[config.mk]
export PLATFORM = sky130hd
export DESIGN_NAME = control_unit
export DESIGN_NICKNAME = d
export VERILOG_FILES = /design/src/rtl/control_pkg.sv /design/src/rtl/control_unit_ir_decoder.sv /design/src/rtl/control_unit.sv
export SDC_FILE = /design/constraint.sdc
export NUM_CORES = 1
export LEC_CHECK = 0
export CORE_AREA = 2 2 65 67
export DETAILED_ROUTE_END_ITERATION = 6
export DIE_AREA = 0 0 67 69
export HOLD_SLACK_MARGIN = 0.15
export MAX_ROUTING_LAYER = met4
export PLACE_DENSITY = 0.74
export SYNTH_ARGS = -nofsm -noshare
export SYNTH_HDL_FRONTEND = slang
export SYNTH_SLANG_ARGS = --single-unit
[constraint.sdc]
create_clock -name clock -period 2.2 [get_ports clock]
set_clock_uncertainty 0.05 [all_clocks]
set_input_delay 0.33 -clock clock [delete_from_list [all_inputs] [get_ports clock]]
set_output_delay 0.33 -clock clock [all_outputs]
set_load 0.05 [all_outputs]
[src/rtl/control_pkg.sv]
// Shared encodings for the Mini-SRC hardwired control sequencer: state
// enum, opcode values, op-class helpers and the ALU select rule.
package control_pkg;

   // Sequencer states. IDLE waits for run, T0-T2 fetch, T3-T6 execute,
   // HALT is terminal until clear.
   typedef enum logic [3:0] {
      ST_IDLE = 4'd0,
      ST_T0   = 4'd1,
      ST_T1   = 4'd2,
      ST_T2   = 4'd3,
      ST_T3   = 4'd4,
      ST_T4   = 4'd5,
      ST_T5   = 4'd6,
      ST_T6   = 4'd7,
      ST_HALT = 4'd8
   } state_e;

   // Opcodes (IR[31:27]) understood by this sequencer.
   localparam logic [4:0] OP_ADD  = 5'd1;
   localparam logic [4:0] OP_SUB  = 5'd2;
   localparam logic [4:0] OP_AND  = 5'd3;
   localparam logic [4:0] OP_OR   = 5'd4;
   localparam logic [4:0] OP_SHR  = 5'd5;
   localparam logic [4:0] OP_SHL  = 5'd6;
   localparam logic [4:0] OP_ROR  = 5'd7;
   localparam logic [4:0] OP_ROL  = 5'd8;
   localparam logic [4:0] OP_MUL  = 5'd15;
   localparam logic [4:0] OP_DIV  = 5'd16;
   localparam logic [4:0] OP_NEG  = 5'd17;
   localparam logic [4:0] OP_NOT  = 5'd18;
   localparam logic [4:0] OP_HALT = 5'd27;

   // Two-source ALU ops that write their result back to ra.
   function automatic logic is_binary(input logic [4:0] op);
      return (op >= OP_ADD) && (op <= OP_ROL);
   endfunction

   // One-source ALU ops (rb only) that write their result back to ra.
   function automatic logic is_unary(input logic [4:0] op);
      return (op == OP_NEG) || (op == OP_NOT);
   endfunction

   // Two-source ops whose 64-bit result lands in HI/LO.
   function automatic logic is_muldiv(input logic [4:0] op);
      return (op == OP_MUL) || (op == OP_DIV);
   endfunction

   // The ALU select is the opcode shifted down by one (add -> 0, sub -> 1).
   function automatic logic [4:0] alu_code(input logic [4:0] op);
      return op - 5'd1;
   endfunction

endpackage

[src/rtl/control_unit_ir_decoder.sv]
// Combinational instruction-register field decoder: splits IR into the
// opcode and one-hot register selects, and classifies the opcode.
module ir_decoder
   import control_pkg::*;
(
   input  logic [31:0] IR,
   output logic [4:0]  opcode,
   output logic [15:0] ra_sel,
   output logic [15:0] rb_sel,
   output logic [15:0] rc_sel,
   output logic        op_binary,
   output logic        op_unary,
   output logic        op_muldiv,
   output logic        op_halt,
   output logic        illegal_op
);

   logic [3:0] ra_idx;
   logic [3:0] rb_idx;
   logic [3:0] rc_idx;
   logic       unused_ir_bits;

   assign opcode = IR[31:27];
   assign ra_idx = IR[26:23];
   assign rb_idx = IR[22:19];
   assign rc_idx = IR[18:15];

   // The low IR bits carry immediates for instructions not handled here.
   assign unused_ir_bits = ^IR[14:0];

   // 4-to-16 one-hot decode of each register field.
   always_comb begin
      ra_sel = 16'd0;
      rb_sel = 16'd0;
      rc_sel = 16'd0;
      ra_sel[ra_idx] = 1'b1;
      rb_sel[rb_idx] = 1'b1;
      rc_sel[rc_idx] = 1'b1;
   end

   // Opcode classification; anything outside the known set is illegal.
   always_comb begin
      op_binary  = is_binary(opcode);
      op_unary   = is_unary(opcode);
      op_muldiv  = is_muldiv(opcode);
      op_halt    = (opcode == OP_HALT);
      illegal_op = !(op_binary || op_unary || op_muldiv || op_halt);
   end

endmodule

[src/rtl/control_unit.sv]
// Hardwired Moore control sequencer for the Phase-1 Mini-SRC datapath.
// Fetches each instruction in T0-T2 and executes the register-register
// ALU subset in T3-T6. Strobes are a decode of the state register plus
// the IR fields, which the datapath holds stable from T3 until the
// instruction completes. state_dbg exposes the current state.
module control_unit
   import control_pkg::*;
(
   input  logic        clock,
   input  logic        clear,
   input  logic        run,
   input  logic [31:0] IR,
   output logic [15:0] Rin,
   output logic [15:0] Rout,
   output logic        PCout,
   output logic        PCin,
   output logic        IncPC,
   output logic        MARin,
   output logic        Read,
   output logic        MDRin,
   output logic        MDRout,
   output logic        IRin,
   output logic        Yin,
   output logic        Zin,
   output logic        Zlowout,
   output logic        Zhighout,
   output logic        HIin,
   output logic        LOin,
   output logic [4:0]  ALU_Control,
   output logic        instr_done,
   output logic        illegal,
   output logic        halted,
   output state_e      state_dbg
);

   state_e      state;
   logic [4:0]  opcode;
   logic [15:0] ra_sel;
   logic [15:0] rb_sel;
   logic [15:0] rc_sel;
   logic        op_binary;
   logic        op_unary;
   logic        op_muldiv;
   logic        op_halt;
   logic        illegal_op;
   logic        op_alu;
   logic        op_two_src;

   ir_decoder u_ir_decoder (
      .IR         (IR),
      .opcode     (opcode),
      .ra_sel     (ra_sel),
      .rb_sel     (rb_sel),
      .rc_sel     (rc_sel),
      .op_binary  (op_binary),
      .op_unary   (op_unary),
      .op_muldiv  (op_muldiv),
      .op_halt    (op_halt),
      .illegal_op (illegal_op)
   );

   // op_alu: result goes back to ra. op_two_src: second operand is rc.
   assign op_alu     = op_binary || op_unary;
   assign op_two_src = op_binary || op_muldiv;

   assign state_dbg = state;
   assign halted    = (state == ST_HALT);

   // State register and sticky illegal flag. run is only consulted in
   // IDLE and at the last execute step, so dropping it mid-instruction
   // lets the current instruction finish.
   always_ff @(posedge clock) begin
      if (!clear) begin
         state   <= ST_IDLE;
         illegal <= 1'b0;
      end else begin
         case (state)
            ST_IDLE: if (run) state <= ST_T0;
            ST_T0:   state <= ST_T1;
            ST_T1:   state <= ST_T2;
            ST_T2:   state <= ST_T3;
            ST_T3: begin
               if (op_halt) begin
                  state <= ST_HALT;
               end else if (illegal_op) begin
                  illegal <= 1'b1;
                  state   <= run ? ST_T0 : ST_IDLE;
               end else begin
                  state <= ST_T4;
               end
            end
            ST_T4:   state <= ST_T5;
            ST_T5: begin
               if (op_muldiv) state <= ST_T6;
               else           state <= run ? ST_T0 : ST_IDLE;
            end
            ST_T6:   state <= run ? ST_T0 : ST_IDLE;
            ST_HALT: state <= ST_HALT;
            default: state <= ST_IDLE;
         endcase
      end
   end

   // Moore strobe decode. Only one bus driver (Rout bit, Zlowout or
   // MDRout) is ever active per state; fetch states never touch Rin/Rout.
   always_comb begin
      Rin         = 16'd0;
      Rout        = 16'd0;
      PCout       = 1'b0;
      PCin        = 1'b0;
      IncPC       = 1'b0;
      MARin       = 1'b0;
      Read        = 1'b0;
      MDRin       = 1'b0;
      MDRout      = 1'b0;
      IRin        = 1'b0;
      Yin         = 1'b0;
      Zin         = 1'b0;
      Zlowout     = 1'b0;
      Zhighout    = 1'b0;
      HIin        = 1'b0;
      LOin        = 1'b0;
      ALU_Control = 5'd0;
      instr_done  = 1'b0;
      case (state)
         ST_T0: begin
            PCout = 1'b1;
            MARin = 1'b1;
            IncPC = 1'b1;
            Zin   = 1'b1;
         end
         ST_T1: begin
            Zlowout = 1'b1;
            PCin    = 1'b1;
            Read    = 1'b1;
            MDRin   = 1'b1;
         end
         ST_T2: begin
            MDRout = 1'b1;
            IRin   = 1'b1;
         end
         ST_T3: begin
            // Unary ops load Y too; the ALU simply ignores it.
            if (op_alu || op_muldiv) begin
               Rout = rb_sel;
               Yin  = 1'b1;
            end
         end
         ST_T4: begin
            if (op_two_src) begin
               Rout        = rc_sel;
               ALU_Control = alu_code(opcode);
               Zin         = 1'b1;
            end else if (op_unary) begin
               Rout        = rb_sel;
               ALU_Control = alu_code(opcode);
               Zin         = 1'b1;
            end
         end
         ST_T5: begin
            if (op_muldiv) begin
               Zlowout = 1'b1;
               LOin    = 1'b1;
            end else if (op_alu) begin
               Zlowout    = 1'b1;
               Rin        = ra_sel;
               instr_done = 1'b1;
            end
         end
         ST_T6: begin
            Zhighout   = 1'b1;
            HIin       = 1'b1;
            instr_done = 1'b1;
         end
         default: begin
         end
      endcase
   end

endmodule

==> metrics.md <==
| Metric | Value |
|---|---|
| Pwr/cell area | `233 nW/µm²` |
| R2r worst-path depth | `8` |
| Initial antenna violation count | `0` |
| Fmax | `0.389 GHz` |
| Core Region | `3910 µm²` |
| VDD IR max | `0.253 mV` |
| Syn-to-layout area delta | `225%` |
| Drt drc | `0` |
| Ys Warns | `0` |
| Total gr overflow | `0` |
| Minimum clock period | `2570 ps` |
| Synth Flop Type | `dfxtp_1` |
| Clock sink count | `5` |
| Critical-path cell list | `buf_12, inv_6, ha_4, and4bb_2, a41oi_4, buf_6, nand3_4, a32oi_2, buf_6, o22ai_4, buf_6` |
| I/O Pins | `93` |
| Slew Viols, Final | `0` |
| Critical path fanouts, max | `6` |
| Pin count of the biggest net entering global routing | `18` |
| GPL Wtd Cong | `0.849` |
| Critical Path Stages | `11` |
| Vias | `2052` |
| Final ANT Viol Nets | `0` |
| Synthesized flop and latch total | `5` |
| Synth top area cells | `nor4_1, dfxtp_1, o22ai_1, nand2_1, nor2_1` |
| FF-to-FF Start | `state_dbg[2]` |
| Crit Path Category | `input pin to primary output` |
| Pre-CTS WS | `-823 ps` |
| Final hold vios | `0` |
| Largest stage delay, worst path | `320 ps` |
| H-tree levels | `1` |
| Design area | `3510 µm²` |
| Chip height | `69 µm` |
| CP arrival | `2190 ps` |
| Hold depth | `1` |
| Global-route wire length before repair | `11200 µm` |
| Total wire length | `8680 µm` |
| CTS Buf Count | `3` |
| Slowest cell on crit path | `a41oi_4` |
| Failing checks | `negative setup slack` |
| Post-DR wirelength/cell | `26.1 µm` |
| Later-pin clock latency in the skew report | `230 ps` |
| Fin crit share | `117%` |
| Post-Syn Area | `1080 µm²` |
| Crit path launch type | `input pin` |
| Post-synth EDFFs | `0` |
| Critical path buffers and inverters | `5` |
| DR iter-0 viols | `100` |
| Final std cells w/o fill | `332` |
| Max cap viols | `0` |
| Critical Path RT | `1820 ps` |
| Syn Nets | `204` |
| Status | `finished with violations` |
| Clock Path Buffers | `2` |
| Seq/Total Area, Yosys | `9.27%` |
| Rows | `23` |
| Fill count | `134` |
| Die area | `4620 µm²` |
| IO Port Bufs | `77` |
| Root Buffer | `clkbuf_8` |
| Distinct cell type count after synthesis | `41` |
| LEAKAGE | `0.00128 µW` |
| Top delay family on crit path | `compound AO/OA/AOI/OAI gates` |
| Hold wc startpoint | `illegal` |
| RSZ-0062 raised after global routing | `yes` |
| Starting Density | `27.6%` |
| Setup ws final | `-371 ps` |
| Share of the synthesized area in the top cell type | `10.4%` |
| Critical path launch point | `IR[27]` |
| Crit. End Element | `primary output` |
| Syn Area/Cell | `6.58 µm²` |
| Slew Limit Headroom | `65.3%` |
| Vias in the first global route | `2046` |
| Die X | `67 µm` |
| Layout Nets | `323` |
| Post-Synthesis Cells | `164` |
| Hold_buf cts | `0` |
| Hpwl dp | `4560 µm` |
| Placed Instances | `312` |
| Slew of the pin with the lowest slew margin | `520 ps` |
| Ant diodes | `0` |
| CTS tree | `done` |
| Layout cells sized above 1 | `67.0%` |
| Cell repeated most along the worst path | `buf_6` |
| Ys async rst share | `0%` |
| Hold Path Class | `flip-flop to flip-flop` |
| Post-DP Area | `3060 µm²` |
| Worst-path clk slew | `40 ps` |
| Cell accounting for the most synthesized area | `nor4_1` |
| Final setup viols | `42` |
| Via/cell ratio | `6.18` |
| Router iterations before antenna repair | `5` |
| Total GRT Usage | `31.9%` |
==> through the flow <==
step	hold WS [ps]	TNS [ps]	power (µW)	util, %
final	451	-11350	817	89.7
after global placement	396	-27630	503	78.2
after CTS	424	-8650	746	86.3
after floorplan	398	-5310	362	-
after global routing	453	-12380	834	89.7
after detailed placement	415	-29680	514	78.2
==> cell usage after synthesis (all sizes together) (7+ instances only) <==
cell	number
nand2	19
nand2b	10
nor2	18
inv	7
o22ai	14
nor4	18
buf	8
a21oi	7
==> placed cells by master, fill, tap and decap left out, types with 4 or more instances in the layout <==
master and count:
nand2b_1 8, a21oi_1 4, inv_1 5, or2_2 4, clkdlybuf4s50_1 19, buf_6 27
nor2_1 10, and2_1 4, nand2_1 14, nand4_1 4, nor2_2 8, nor4_4 18
o22ai_4 14, buf_4 34, buf_12 41
==> path summary, 6_finish.rpt <==
check	endpoint	slack (ps)
min	illegal	450
max reg2reg	state_dbg[0]	290
max	Rout[4]	-370
min reg2reg	illegal	450
==> power by group <==
| group | leakage, µW | internal, µW | switching, µW |
|---|---|---|---|
| logic | 0.00122 | 212 | 320 |
| registers | 0.0000427 | 95.1 | 7.04 |
| clock network | 0.0000228 | 125 | 57.1 |
==> layer usage <==
layer	vias to the layer above	wire, µm	GRT usage, %
met5	-	0	-
met4	0	469	12.7
met3	49	815	3.10
met2	166	4450	57.1
met1	983	2950	35.0
li1	854	-	-
==> cell type report <==
cell class / instances / area [µm²] / share of cell area [%]
Tap cell: 50 / 62.6 / 1.78
Sequential cell: 5 / 108 / 3.06
Timing Repair Buffer: 126 / 1630 / 46.5
Clock buffer: 4 / 45.0 / 1.28
Inverter: 7 / 43.8 / 1.25
Multi-Input combinational cell: 140 / 1620 / 46.1
==> registers in the layout, summed over array words and instances, names as in the netlist <==
name	count
state_dbg	4
illegal	1
==> cell families after synthesis <==
| family | share of synthesized area (%) |
|---|---|
| compound gates | 22.4 |
| buf+inv | 9.50 |
| xor+xnor | 1.62 |
| simple gates | 50.5 |
| flops | 9.27 |
| mux | 0.927 |
| fa+ha+maj | 5.79 |
==> timing repair <==
item                       4_1_cts  5_1_grt
gates cloned                     1        0
pin swaps                       22       13
gates resized for setup         56       28
setup endpoints to repair       43       42
setup buffers                    9       10
Power figures use the tool's default switching activity.
